**src/rtl/addsub_pkg.sv**
```systemverilog
// Shared constants and types for the addsub_pipe pipelined adder/subtractor.
package addsub_pkg;

    localparam logic MODE_ADD = 1'b0;
    localparam logic MODE_SUB = 1'b1;

    typedef struct packed {
        logic cout;
        logic ovf;
        logic zero;
        logic neg;
        logic sat;
    } flags_t;

    function automatic int calc_nstg(input int width, input int chunk);
        return width / chunk;
    endfunction

endpackage

```
**src/rtl/addsub_chunk.sv**
```systemverilog
// CHUNK-bit combinational ripple adder, one per pipeline stage of addsub_pipe.
// Also exports the carry into its MSB so overflow can be cross-checked locally.
module addsub_chunk
    import addsub_pkg::*;
#(
    parameter int CHUNK = 4
) (
    input  logic [CHUNK-1:0] a,
    input  logic [CHUNK-1:0] b,
    input  logic             cin,
    output logic [CHUNK-1:0] s,
    output logic             cout,
    output logic             cmsb
);

    always_comb begin : ripple
        logic c;
        // NOTE: blocking assignments are right here: c is a combinational temporary
        // that must carry each bit's result into the next loop iteration.
        c    = cin;
        cmsb = cin;
        s    = '0;
        for (int i = 0; i < CHUNK; i++) begin
            if (i == CHUNK - 1) begin
                cmsb = c;
            end
            s[i] = a[i] ^ b[i] ^ c;
            c    = (a[i] & b[i]) | (c & (a[i] ^ b[i]));
        end
        cout = c;
    end

endmodule

```
**src/rtl/addsub_pipe.sv**
```systemverilog
// Pipelined WIDTH-bit two's-complement adder/subtractor, CHUNK bits resolved per stage.
// Define ADDSUB_PIPE_SATURATE_EN to clamp overflowing results to the signed range.
module addsub_pipe
    import addsub_pkg::*;
#(
    parameter int WIDTH = 16,
    parameter int CHUNK = 4
) (
    input  logic             clk,
    input  logic             rst,
    input  logic             in_valid,
    output logic             in_ready,
    input  logic [WIDTH-1:0] a,
    input  logic [WIDTH-1:0] b,
    input  logic             m,
    output logic             out_valid,
    input  logic             out_ready,
    output logic [WIDTH-1:0] d,
    output logic             cout,
    output logic             ovf,
    output logic             zero,
    output logic             neg,
    output logic             sat
);

    localparam int NSTG = calc_nstg(WIDTH, CHUNK);
    localparam int LAST = NSTG - 1;

    typedef struct packed {
        logic             v;
        logic             c;   // carry into this stage's chunk
        logic [WIDTH-1:0] a;
        logic [WIDTH-1:0] b;   // b already inverted for subtract
        logic [WIDTH-1:0] r;   // result chunks resolved so far
    } stage_t;

    stage_t           st_in [NSTG];
    stage_t           st_d  [NSTG];
    stage_t           st_q  [NSTG];
    logic [CHUNK-1:0] s_w   [NSTG];
    logic             co_w  [NSTG];
    logic             cm_w  [NSTG];

    logic             adv;
    logic [WIDTH-1:0] d_raw;
    logic [WIDTH-1:0] d_fin;
    logic             a_msb;
    logic             b_msb;
    logic             ovf_d;
    logic             sat_d;
    flags_t           flags_d;
    flags_t           flags_q;

    // The whole pipeline moves as one; a stall at the output freezes every stage.
    assign adv      = out_ready | ~out_valid;
    assign in_ready = adv;

    always_comb begin
        st_in[0].v = in_valid;
        st_in[0].c = (m == MODE_SUB);
        st_in[0].a = a;
        st_in[0].b = b ^ {WIDTH{m}};
        st_in[0].r = '0;
        for (int k = 1; k < NSTG; k++) begin
            st_in[k] = st_q[k-1];
        end
    end

    for (genvar k = 0; k < NSTG; k++) begin : g_stage
        addsub_chunk #(.CHUNK(CHUNK)) u_chunk (
            .a    (st_in[k].a[k*CHUNK +: CHUNK]),
            .b    (st_in[k].b[k*CHUNK +: CHUNK]),
            .cin  (st_in[k].c),
            .s    (s_w[k]),
            .cout (co_w[k]),
            .cmsb (cm_w[k])
        );
    end

    always_comb begin
        // NOTE: every element gets a full default before the chunk overlay, so no
        // path leaves a bit unassigned and no latch is inferred.
        for (int k = 0; k < NSTG; k++) begin
            st_d[k]                     = st_in[k];
            st_d[k].c                   = co_w[k];
            st_d[k].r[k*CHUNK +: CHUNK] = s_w[k];
        end

        d_raw = st_d[LAST].r;
        a_msb = st_in[LAST].a[WIDTH-1];
        b_msb = st_in[LAST].b[WIDTH-1];
        ovf_d = (a_msb == b_msb) & (d_raw[WIDTH-1] != a_msb);

`ifdef ADDSUB_PIPE_SATURATE_EN
        sat_d = ovf_d;
        if (ovf_d) begin
            d_fin = a_msb ? {1'b1, {(WIDTH-1){1'b0}}} : {1'b0, {(WIDTH-1){1'b1}}};
        end else begin
            d_fin = d_raw;
        end
`else
        sat_d = 1'b0;
        d_fin = d_raw;
`endif

        st_d[LAST].r = d_fin;
        flags_d = '{cout: co_w[LAST],
                    ovf:  ovf_d,
                    zero: (d_fin == '0),
                    neg:  d_fin[WIDTH-1],
                    sat:  sat_d};
    end

    // NOTE: the data fields are reset as well as the valid bits, so bubble contents
    // and the output word are deterministic from the first cycle out of reset.
    always_ff @(posedge clk or posedge rst) begin
        if (rst) begin
            for (int k = 0; k < NSTG; k++) begin
                st_q[k] <= '0;
            end
            flags_q <= '0;
        end else if (adv) begin
            for (int k = 0; k < NSTG; k++) begin
                st_q[k] <= st_d[k];
            end
            flags_q <= flags_d;
        end
    end

    assign out_valid = st_q[LAST].v;
    assign d         = st_q[LAST].r;
    assign cout      = flags_q.cout;
    assign ovf       = flags_q.ovf;
    assign zero      = flags_q.zero;
    assign neg       = flags_q.neg;
    assign sat       = flags_q.sat;

    // Sign-operand overflow rule must agree with carry-in-to-MSB xor carry-out.
    a_ovf_carry: assert property (@(posedge clk) disable iff (rst)
        ((cm_w[LAST] ^ co_w[LAST]) == ovf_d));

endmodule
```
**config.mk**
```make
export PLATFORM = sky130hd
export DESIGN_NAME = addsub_pipe
export DESIGN_NICKNAME = d
export VERILOG_FILES = /design/src/rtl/addsub_pkg.sv /design/src/rtl/addsub_chunk.sv /design/src/rtl/addsub_pipe.sv
export SDC_FILE = /design/constraint.sdc
export NUM_CORES = 1
export LEC_CHECK = 0
export CAP_MARGIN = 20
export CORE_MARGIN = 1.5
export CORE_UTILIZATION = 54
export DETAILED_ROUTE_END_ITERATION = 8
export GPL_ROUTABILITY_DRIVEN = 0
export PLACE_DENSITY_LB_ADDON = 0.15
export SYNTH_ARGS = -nofsm -noshare
export SYNTH_HDL_FRONTEND = slang
export SYNTH_SLANG_ARGS = --single-unit
```
**constraint.sdc**
```tcl
create_clock -name clk -period 4.9 [get_ports clk]
set_clock_uncertainty 0.15 [all_clocks]
set_input_delay 0.49 -clock clk [delete_from_list [all_inputs] [get_ports clk]]
set_output_delay 0.49 -clock clk [all_outputs]
set_load 0.01 [all_outputs]
```
# Yosys cells after proc, flatten, opt, wreduce, memory -nomap -nowiden
# Index checks and enable logic that the tools add are counted.
dict set report totals {
  out_inout_bits 23
  reg_bits 147
}
dict set report op_classes {
  bitwise_logic 84
  eq_ne 2
  n_reduce_logical 1
}
# cell n
set op_table {}
lappend op_table {{$and 1x1->1} 33}
lappend op_table {{$xor 1x1->1} 32}
lappend op_table {{$or 1x1->1} 17}
lappend op_table {{$logic_not 16->1} 1}
lappend op_table {{$xor 16x16->16} 1}
lappend op_table {{$eq 1x1->1} 1}
lappend op_table {{$ne 1x1->1} 1}
lappend op_table {{$not 1->1} 1}

# Depth between registers and ports, before layout
# Gate-level depths: netlist of the first run.
dict set report depth {
  word_depth 10
  ltp_mapped 10
}

# Cells and area by module
# From an unflattened synthesis of the first run, not the netlist that was laid out.
dict set report hier_totals {
  hier_cells 477
  hier_area_um2 4324.1
}
# module cells_each area_each_um2 instances
set modules_own_cells {}
lappend modules_own_cells {addsub_pipe 429 3883.7 1}
lappend modules_own_cells {addsub_chunk 12 110.1 4}

# Worst setup path after synthesis of the first run
# No wires, ideal clock.
dict set report synth_path {
  kind {reg-to-reg}
  startpoint {register st_q (netlist bit st_in[48])}
  endpoint {register flags_q (netlist bit ovf)}
  synth_period_minus_slack_ps 2572
  arrival_time_ps 2327
  path_slack_ps 2328
  stages_incl_launch_ff 10
  required_ps 4655
  path_cell_list {dfrtp_1 inv_1 fa_1 inv_1 fa_1 fa_1 inv_1 fa_1 xor2_1 o31ai_1}
}
dict set report synth_via {
  elab_chain_cells 9
}
# item line_no
set synth_lines {}
lappend synth_lines {{start: declaration} addsub_pipe.sv:39} ;# stage_t st_q [NSTG];
lappend synth_lines {{start signal: indexed assignment} addsub_pipe.sv:124} ;# st_q[k] <= st_d[k];
lappend synth_lines {{$and 1x1->1} addsub_chunk.sv:28} ;# c = (a[i] & b[i]) | (c & (a[i] ^ b[i]));
lappend synth_lines {{$or 1x1->1} addsub_chunk.sv:28}
lappend synth_lines {{$and 1x1->1} addsub_chunk.sv:28}
lappend synth_lines {{$or 1x1->1} addsub_chunk.sv:28}
lappend synth_lines {{$and 1x1->1} addsub_chunk.sv:28}
lappend synth_lines {{$or 1x1->1} addsub_chunk.sv:28}
lappend synth_lines {{$xor 1x1->1} addsub_chunk.sv:27} ;# s[i] = a[i] ^ b[i] ^ c;
lappend synth_lines {{$ne 1x1->1} addsub_pipe.sv:92} ;# ovf_d = (a_msb == b_msb) & (d_raw[WIDTH-1] != a_msb);
lappend synth_lines {{$and 1x1->1} addsub_pipe.sv:92}
lappend synth_lines {{end signal: assignment} addsub_pipe.sv:126} ;# flags_q <= flags_d;
lappend synth_lines {{end: declaration} addsub_pipe.sv:52} ;# flags_t flags_q;
# Every way passes these cells.
# A chain may end at the register's enable or synchronous reset.

# Final worst setup path of the first run
dict set report layout_path {
  startpoint {register st_q (netlist bit st_in[48])}
  endpoint {register flags_q (netlist bit zero)}
}
dict set report layout_via {
  elab_chain_cells 8
}
# item line_no
set layout_lines {}
lappend layout_lines {{$and 1x1->1} addsub_chunk.sv:28}
lappend layout_lines {{$or 1x1->1} addsub_chunk.sv:28}
lappend layout_lines {{$and 1x1->1} addsub_chunk.sv:28}
lappend layout_lines {{$or 1x1->1} addsub_chunk.sv:28}
lappend layout_lines {{$and 1x1->1} addsub_chunk.sv:28}
lappend layout_lines {{$or 1x1->1} addsub_chunk.sv:28}
lappend layout_lines {{$xor 1x1->1} addsub_chunk.sv:27}
lappend layout_lines {{$logic_not 16->1 *} addsub_pipe.sv:109} ;# zero: (d_fin == '0),
# Mark *: on every way between the ends. The rest lies on a longest branch, timed or not.

==> results of run 1 <==
## final timing paths
kind | start | end
worst max register to register | st_in[48] | zero
worst min register to register | d[3] | d[3]
max in group asynchronous | rst | st_d[120]
min in group asynchronous | rst | out_valid
worst min-delay path | d[3] | d[3]
worst max-delay path | st_in[48] | zero
## worst max-delay path: stages (launching register included)
cell and delay, ns:
dfrtp_1 0.36, inv_1 0.06, fa_1 0.41, inv_1 0.09, fa_1 0.20, fa_1 0.17, inv_1 0.05, fa_1 0.55
nor4b_1 0.38, nand4_1 0.15, o21ai_0 0.16
## power by group through the flow
stage	Clock, mW	Sequential [mW]	Combinational, mW
after floorplan	0	1.37	0.777
after global placement	0	1.37	1.13
after detailed placement	0	1.38	1.17
after CTS	0.483	1.36	1.18
after global routing	0.522	1.41	1.33
final	0.474	1.36	1.16
## cells by family after synthesis
kind of cell             Yosys count  synth area share (%)
adder cells (fa/ha/maj)           16                 7.310
AO/OA/AOI/OAI                     35                 4.942
flip-flops                        98                 57.31
XOR/XNOR                          17                 3.479
multiplexers                       1                0.2631
other                              1               0.08764
AND/OR/NAND/NOR                  228                 20.53
buffers and inverters             51                 6.082
## synth_stat cells
library cell / number
a21oi_1: 1
a21oi_2: 9
buf_2: 14
buf_4: 7
buf_6: 3
clkbuf_1: 1
conb_1: 1
dfrtp_1: 98
fa_1: 15
ha_1: 1
inv_1: 25
inv_4: 1
mux2_2: 1
nand2_1: 211
nand2b_1: 1
nand4_1: 1
nor2_1: 10
nor2b_1: 1
nor4_1: 2
nor4b_1: 2
o21ai_0: 24
o31ai_1: 1
xnor2_1: 12
xor2_1: 5
## stage by stage
| step | instances | power, mW |
|---|---|---|
| 3_3_place_gp | 586 | 2.499 |
| 3_5_place_dp | 586 | 2.556 |
| 4_1_cts | 602 | 3.025 |
| 5_1_grt | 602 | 3.269 |
| 2_1_floorplan | 447 | 2.150 |
| 6_report | 602 | 2.994 |
## routing by layer
| metal | vias to the layer above | global-route usage (%) |
|---|---|---|
| met3 | 12 | 4.643 |
| met2 | 56 | 32.65 |
| met1 | 1384 | 27.33 |
| met4 | 0 | 8.077 |
| met5 | - | 0 |
| li1 | 1441 | - |
## area by class of cell
cell class	instances	area [sq um]	share of cell area (%)
Clock buffer	10	137.6	2.727
Clock inverter	6	41.29	0.8182
Inverter	26	102.6	2.033
Multi-Input combinational cell	298	1574	31.19
Sequential cell	98	2452	48.60
Tap cell	102	127.6	2.529
Timing Repair Buffer	62	610.6	12.10
## layout by cell type (no fill, tap or decap), drive strengths merged, types with 2 or more instances in the layout
master / n
nor4: 2
a21oi: 10
fa: 15
clkinvlp: 3
nor2: 10
dfrtp: 98
inv: 27
clkdlybuf4s50: 58
xnor2: 12
o21ai: 24
clkinv: 2
buf: 4
clkbuf: 10
nand2: 211
nor4b: 2
xor2: 5
## flip-flops by register name, summed over array words and instances (netlist names)
| signal | cells |
|---|---|
| b_msb | 1 |
| a_msb | 1 |
| d | 16 |
| st_in | 3 |
| zero | 1 |
| d_fin | 12 |
| ovf | 1 |
| st_d | 61 |
| out_valid | 1 |
| cout | 1 |
==> PnR_summary.wiki, run 1 <==
{| class="wikitable"
! Metric !! Value
|-
| Status || finished, final reports clean
|-
| Setup Fix Bufs, Post-CTS || 0
|-
| Syn Nets || 500
|-
| Dpl hpwl || 5028 um
|-
| # hold bufs at CTS || 0
|-
| Maximum frequency from static timing analysis || 356.2 MHz
|-
| Fin worst setup slack || 2.093 ns
|-
| Average cell area after synthesis || 9.573 sq um
|-
| Final sum of negative setup slack || 0 ns
|-
| Vias || 2893
|-
| Portion of total power attributed to combinational logic || 38.6%
|-
| Area share of the largest cell type after synthesis || 57.31%
|-
| Switching power share of the total || 37.11%
|-
| Die extent in y || 92.02 um
|-
| Detailed-route wire length on metal 1 || 3535 um
|-
| Pin count of the biggest net entering global routing || 89
|-
| Worst IR Drop VDD || 0.0002689 V
|-
| Number of different library cells in the post-synthesis netlist || 24
|-
| Final design instance area without fill || 5046 sq um
|-
| Unrepaired setup endpoints after global routing || false
|-
| Filler Cell Count || 672
|-
| Share of layout cells above drive strength 1 || 6.600%
|-
| Number of CTS-inserted buffers || 9
|-
| Total number of clock tree sinks || 98
|-
| Met2 routed wirelength || 3574 um
|-
| Finish-stage setup viols || 0
|-
| Internal power consumption || 1.883 mW
|-
| WL final || 7522 um
|-
| Highest signal layer in the routed design || met4
|-
| Worst hold slack after final layout || 0.3185 ns
|-
| Max_cap viols || 0
|-
| Area overhead of the layout relative to synthesis || 17.92%
|-
| Floorplan die area || 8468 sq um
|-
| Type of the worst setup path || register to register
|-
| Worst rel slew slack || 44.14%
|-
| Wire length on met3 || 255 um
|-
| Overall Global Routing Usage || 20.44%
|-
| Depth of the CTS H-tree || 3
|-
| Congestion Overflow GR || 0
|-
| DRC errors left || 0
|-
| Detailed router's first-iteration violation count || 226
|-
| Clock-pin transition on the worst setup and hold timing paths || 0.09 ns
|-
| Register-to-register path setup slack || 2.09 ns
|-
| Top post-synthesis cells by area || dfrtp_1 57%, nand2_1 19%, fa_1 7.0%
|-
| Clock power frac || 15.8%
|-
| Starting density of the core || 55.66%
|-
| Arrival time of the worst setup path || 2.94 ns
|-
| Cell area after synthesis || 4279 sq um
|-
| Final cycle utilization of the critical path || 57.29%
|-
| Static Leakage || 2.471 nW
|-
| Tightest Pin Transition || 0.8379 ns
|-
| CTS tree || done
|-
| Number of warning messages in the yosys log || 0
|-
| Count of buffers from port buffering || 58
|-
| Final core area utilization || 65.64%
|-
| Instance area after placement || 4867 sq um
|-
| Via count of the first global-routing pass || 2956
|-
| Part of the Yosys area used for sequential elements || 57.31%
|-
| Critical Path Start Type || register
|-
| Post-synth top area cell || dfrtp_1
|-
| FP Rows || 32
|-
| Count of boundary I/O pins || 60
|-
| Number of resized instances in the post-cts repair step || 0
|-
| Cell Pwr Density || 593.3 nW/um^2
|-
| Final-report hold violation count || 0
|-
| First-pass iteration count of the detailed router || 5
|-
| Antenna diode count || 0
|-
| Min Tclk post-route || 2.807 ns
|-
| Post-placement worst setup slack || 1.963 ns
|-
| Routed via count divided by cell count || 4.806
|-
| Worst EP required || 5.03 ns
|-
| Worst Path Max Fanout || 3
|-
| First-pass GRT wire length || 13460 um
|-
| Antenna Violating Nets Remaining || 0
|-
| Sequential fraction of design power || 45.5%
|-
| Count of mapped cells out of synthesis || 447
|-
| Placeable core area || 7687 sq um
|-
| Detailed-route wire length per cell || 12.50 um
|-
| DIE WIDTH || 92.02 um
|-
| Worst setup EP type || register
|-
| Clock insertion delay at the later pin of the skew report || 0.36 ns
|-
| Worst Reg2Reg Path Length in Cells || 10
|-
| Worst Hold Class || register to register
|-
| Max Root-Sink Buffers || 2
|-
| Flip-flop and latch count after synthesis || 98
|-
| Total net switching power || 1.111 mW
|-
| Final max-slew violation count || 0
|-
| Cell depth of the worst min-delay path || 2
|-
| Clock tree root buffer cell || clkbuf_8
|-
| Count of nets after finishing || 548
|-
| Antenna violations before repair || 0
|}
No activity file was read; power rests on OpenSTA's default activity.
==> inputs of run 2 (changes only) <==
==> constraint.sdc (replaced) <==
create_clock -name clk -period 2.7 [get_ports clk]
set_clock_uncertainty 0.15 [all_clocks]
set_input_delay 0.27 -clock clk [delete_from_list [all_inputs] [get_ports clk]]
set_output_delay 0.27 -clock clk [all_outputs]
set_load 0.01 [all_outputs]
==> run 2 against run 1 <==
  * Global-route usage decreased by 1.1 points
  * Die area unchanged
  * Critical endpoint is now ovf
  * Clock power increased by 120%
  * Final area increased by 2.0%
==> PnR_summary.wiki, run 2 (same netlist as run 1, synthesis figures left out) <==
{| class="wikitable"
! Metric !! Value
|-
| Status || finished, final reports clean (unchanged)
|-
| Number of CTS-inserted buffers || 9 (unchanged)
|-
| Total number of clock tree sinks || 98 (unchanged)
|-
| Final max-slew violation count || 0 (unchanged)
|-
| DIE WIDTH || 92.02 um (unchanged)
|-
| Dpl hpwl || 4815 um (was 5028 um)
|-
| Count of boundary I/O pins || 60 (unchanged)
|-
| Antenna Violating Nets Remaining || 0 (unchanged)
|-
| Clock-pin transition on the worst setup and hold timing paths || 0.09 ns (about the same)
|-
| Clock insertion delay at the later pin of the skew report || 0.36 ns (about the same)
|-
| Worst Hold Class || primary input to async pin (was register to register)
|-
| Max Root-Sink Buffers || 2 (unchanged)
|-
| Via count of the first global-routing pass || 2782 (was 2956)
|-
| Min Tclk post-route || 2.627 ns (was 2.807 ns)
|-
| Max_cap viols || 0 (unchanged)
|-
| Count of nets after finishing || 550 (was 548)
|-
| Vias || 2876 (was 2893)
|-
| First-pass iteration count of the detailed router || 4 (was 5)
|-
| Starting density of the core || 55.66% (unchanged)
|-
| Largest register FFs || 61 (unchanged)
|-
| Detailed-route wire length per cell || 12.30 um (was 12.50 um)
|-
| DP Cell Count || 587 (was 586)
|-
| Floorplan die area || 8468 sq um (unchanged)
|-
| Worst r2r dst || ovf (was zero)
|-
| Depth of the CTS H-tree || 3 (unchanged)
|-
| Filler Cell Count || 648 (was 672)
|-
| Final instance count without filler cells || 603 (was 602)
|-
| Worst rel slew slack || 62.63% (was 44.14%)
|-
| Count of buffers from port buffering || 58 (unchanged)
|-
| Arrival time of the worst setup path || 2.74 ns (was 2.94 ns)
|-
| Most frequent standard cell in the layout excluding fill and tap cells || nand2_1 (unchanged)
|-
| FP Rows || 32 (unchanged)
|-
| Finish-stage setup viols || 0 (unchanged)
|-
| Start point of the critical path || st_in[48] (unchanged)
|-
| Maximum frequency from static timing analysis || 380.7 MHz (was 356.2 MHz)
|-
| Final cycle utilization of the critical path || 97.30% (was 57.29%)
|-
| Clock tree root buffer cell || clkbuf_8 (unchanged)
|-
| Die extent in y || 92.02 um (unchanged)
|-
| Static Leakage || 2.506 nW (was 2.471 nW)
|-
| CTS tree || done (unchanged)
|-
| DRC errors left || 0 (unchanged)
|-
| Launching point of the worst reg2reg path || st_in[48] (unchanged)
|-
| Detailed router's first-iteration violation count || 154 (was 226)
|-
| Register-to-register path setup slack || 0.07 ns (was 2.09 ns)
|-
| Cell Pwr Density || 1117 nW/um^2 (was 593.3 nW/um^2)
|-
| Pin count of the biggest net entering global routing || 99 (was 89)
|-
| First-pass GRT wire length || 12770 um (was 13460 um)
|-
| Area overhead of the layout relative to synthesis || 20.32% (was 17.92%)
|-
| Commonest cells after routing, fill and taps aside || 211 x nand2_1, 98 x dfrtp_1, 58 x clkdlybuf4s50_1 (unchanged)
|-
| Worst setup EP type || register (unchanged)
|-
| Antenna diode count || 0 (unchanged)
|-
| WL final || 7414 um (was 7522 um)
|-
| # hold bufs at CTS || 0 (unchanged)
|-
| Routed via count divided by cell count || 4.769 (was 4.806)
|-
| Critical Path Start Type || register (unchanged)
|-
| Tightest Pin Transition || 0.5605 ns (was 0.8379 ns)
|-
| Combined area of the multi-input logic cells || 1597 sq um (was 1574 sq um)
|-
| Worst Path Max Fanout || 3 (unchanged)
|-
| Worst Reg2Reg Path Length in Cells || 9 (was 10)
|-
| Congestion Overflow GR || 0 (unchanged)
|-
| Share of layout cells above drive strength 1 || 8.184% (was 6.600%)
|-
| Worst EP required || 2.82 ns (was 5.03 ns)
|-
| Worst IR Drop VDD || 0.0004651 V (was 0.0002689 V)
|-
| Final core area utilization || 66.98% (was 65.64%)
|-
| Final-report hold violation count || 0 (unchanged)
|-
| Placeable core area || 7687 sq um (unchanged)
|-
| Total area of sequential cells || 2452 sq um (unchanged)
|-
| Overall Global Routing Usage || 19.31% (was 20.44%)
|-
| Antenna violations before repair || 0 (unchanged)
|-
| Type of the worst setup path || register to register (unchanged)
|}
==> run 2: worst max-delay path by stage <==
stage            to  slack [ns]  depth (start not counted)
2_1_floorplan   ovf        0.13                          9
6_report        ovf        0.07                          9
3_5_place_dp   zero       -0.06                         10
5_1_grt         ovf       -0.01                          9
3_3_place_gp   zero        0.06                         10
4_1_cts        zero        0.01                         10
==> run 2: critical path, stage by stage (launching register included) <==
cell and delay, ns:
dfrtp_1 0.40, inv_2 0.07, fa_2 0.19, inv_2 0.04, fa_2 0.36, fa_2 0.39
inv_2 0.06, fa_1 0.46, xor2_1 0.19, o31ai_1 0.23
==> run 2: layout make-up <==
| class | count | share of cell area [%] |
|---|---|---|
| Tap cell | 102 | 2.479 |
| Timing Repair Buffer | 64 | 12.64 |
| Multi-Input combinational cell | 298 | 31.01 |
| Clock buffer | 11 | 2.746 |
| Inverter | 26 | 2.017 |
| Clock inverter | 4 | 1.482 |
| Sequential cell | 98 | 47.63 |
==> run 2: what timing repair did <==
action	4_1_cts	5_1_grt
gates resized for setup	2	8
gates cloned	0	0
setup endpoints to repair	2	2
buffers inserted	1	0
pin swaps	1	5
==> run 2: metal layers <==
layer	track usage, %	routed length (um)	vias to the layer above	part of all wire [%]
met5	0	0	-	0
met4	9.231	153	0	2.1
met3	2.819	197	11	2.7
met2	28.83	3388	46	46
met1	28.04	3675	1375	50
li1	-	-	1444	-
==> run 2: stage by stage <==
| stage | hold slack, ns | instance area (sq um) | power, mW | setup slack [ns] | setup TNS, ns |
|---|---|---|---|---|---|
| 4_1_cts | 0.2739 | 5135 | 5.725 | 0.01469 | 0 |
| 6_report | 0.2448 | 5149 | 5.751 | 0.07294 | 0 |
| 5_1_grt | 0.2969 | 5149 | 6.223 | -0.01453 | -0.01453 |
| 3_3_place_gp | 0.2924 | 4901 | 4.547 | 0.05979 | 0 |
| 3_5_place_dp | 0.3023 | 4901 | 4.630 | -0.05549 | -0.05549 |
| 2_1_floorplan | 0.2325 | 4283 | 3.903 | 0.1281 | 0 |
==> run 2: power breakdown <==
group          switching (mW)  total (mW)  leakage [nW]  internal, mW
Sequential              0.375        2.49          1.18          2.11
Combinational            1.19        2.24          1.22          1.05
Clock                   0.481        1.02         0.106         0.544
Total                    2.05        5.75          2.51          3.70
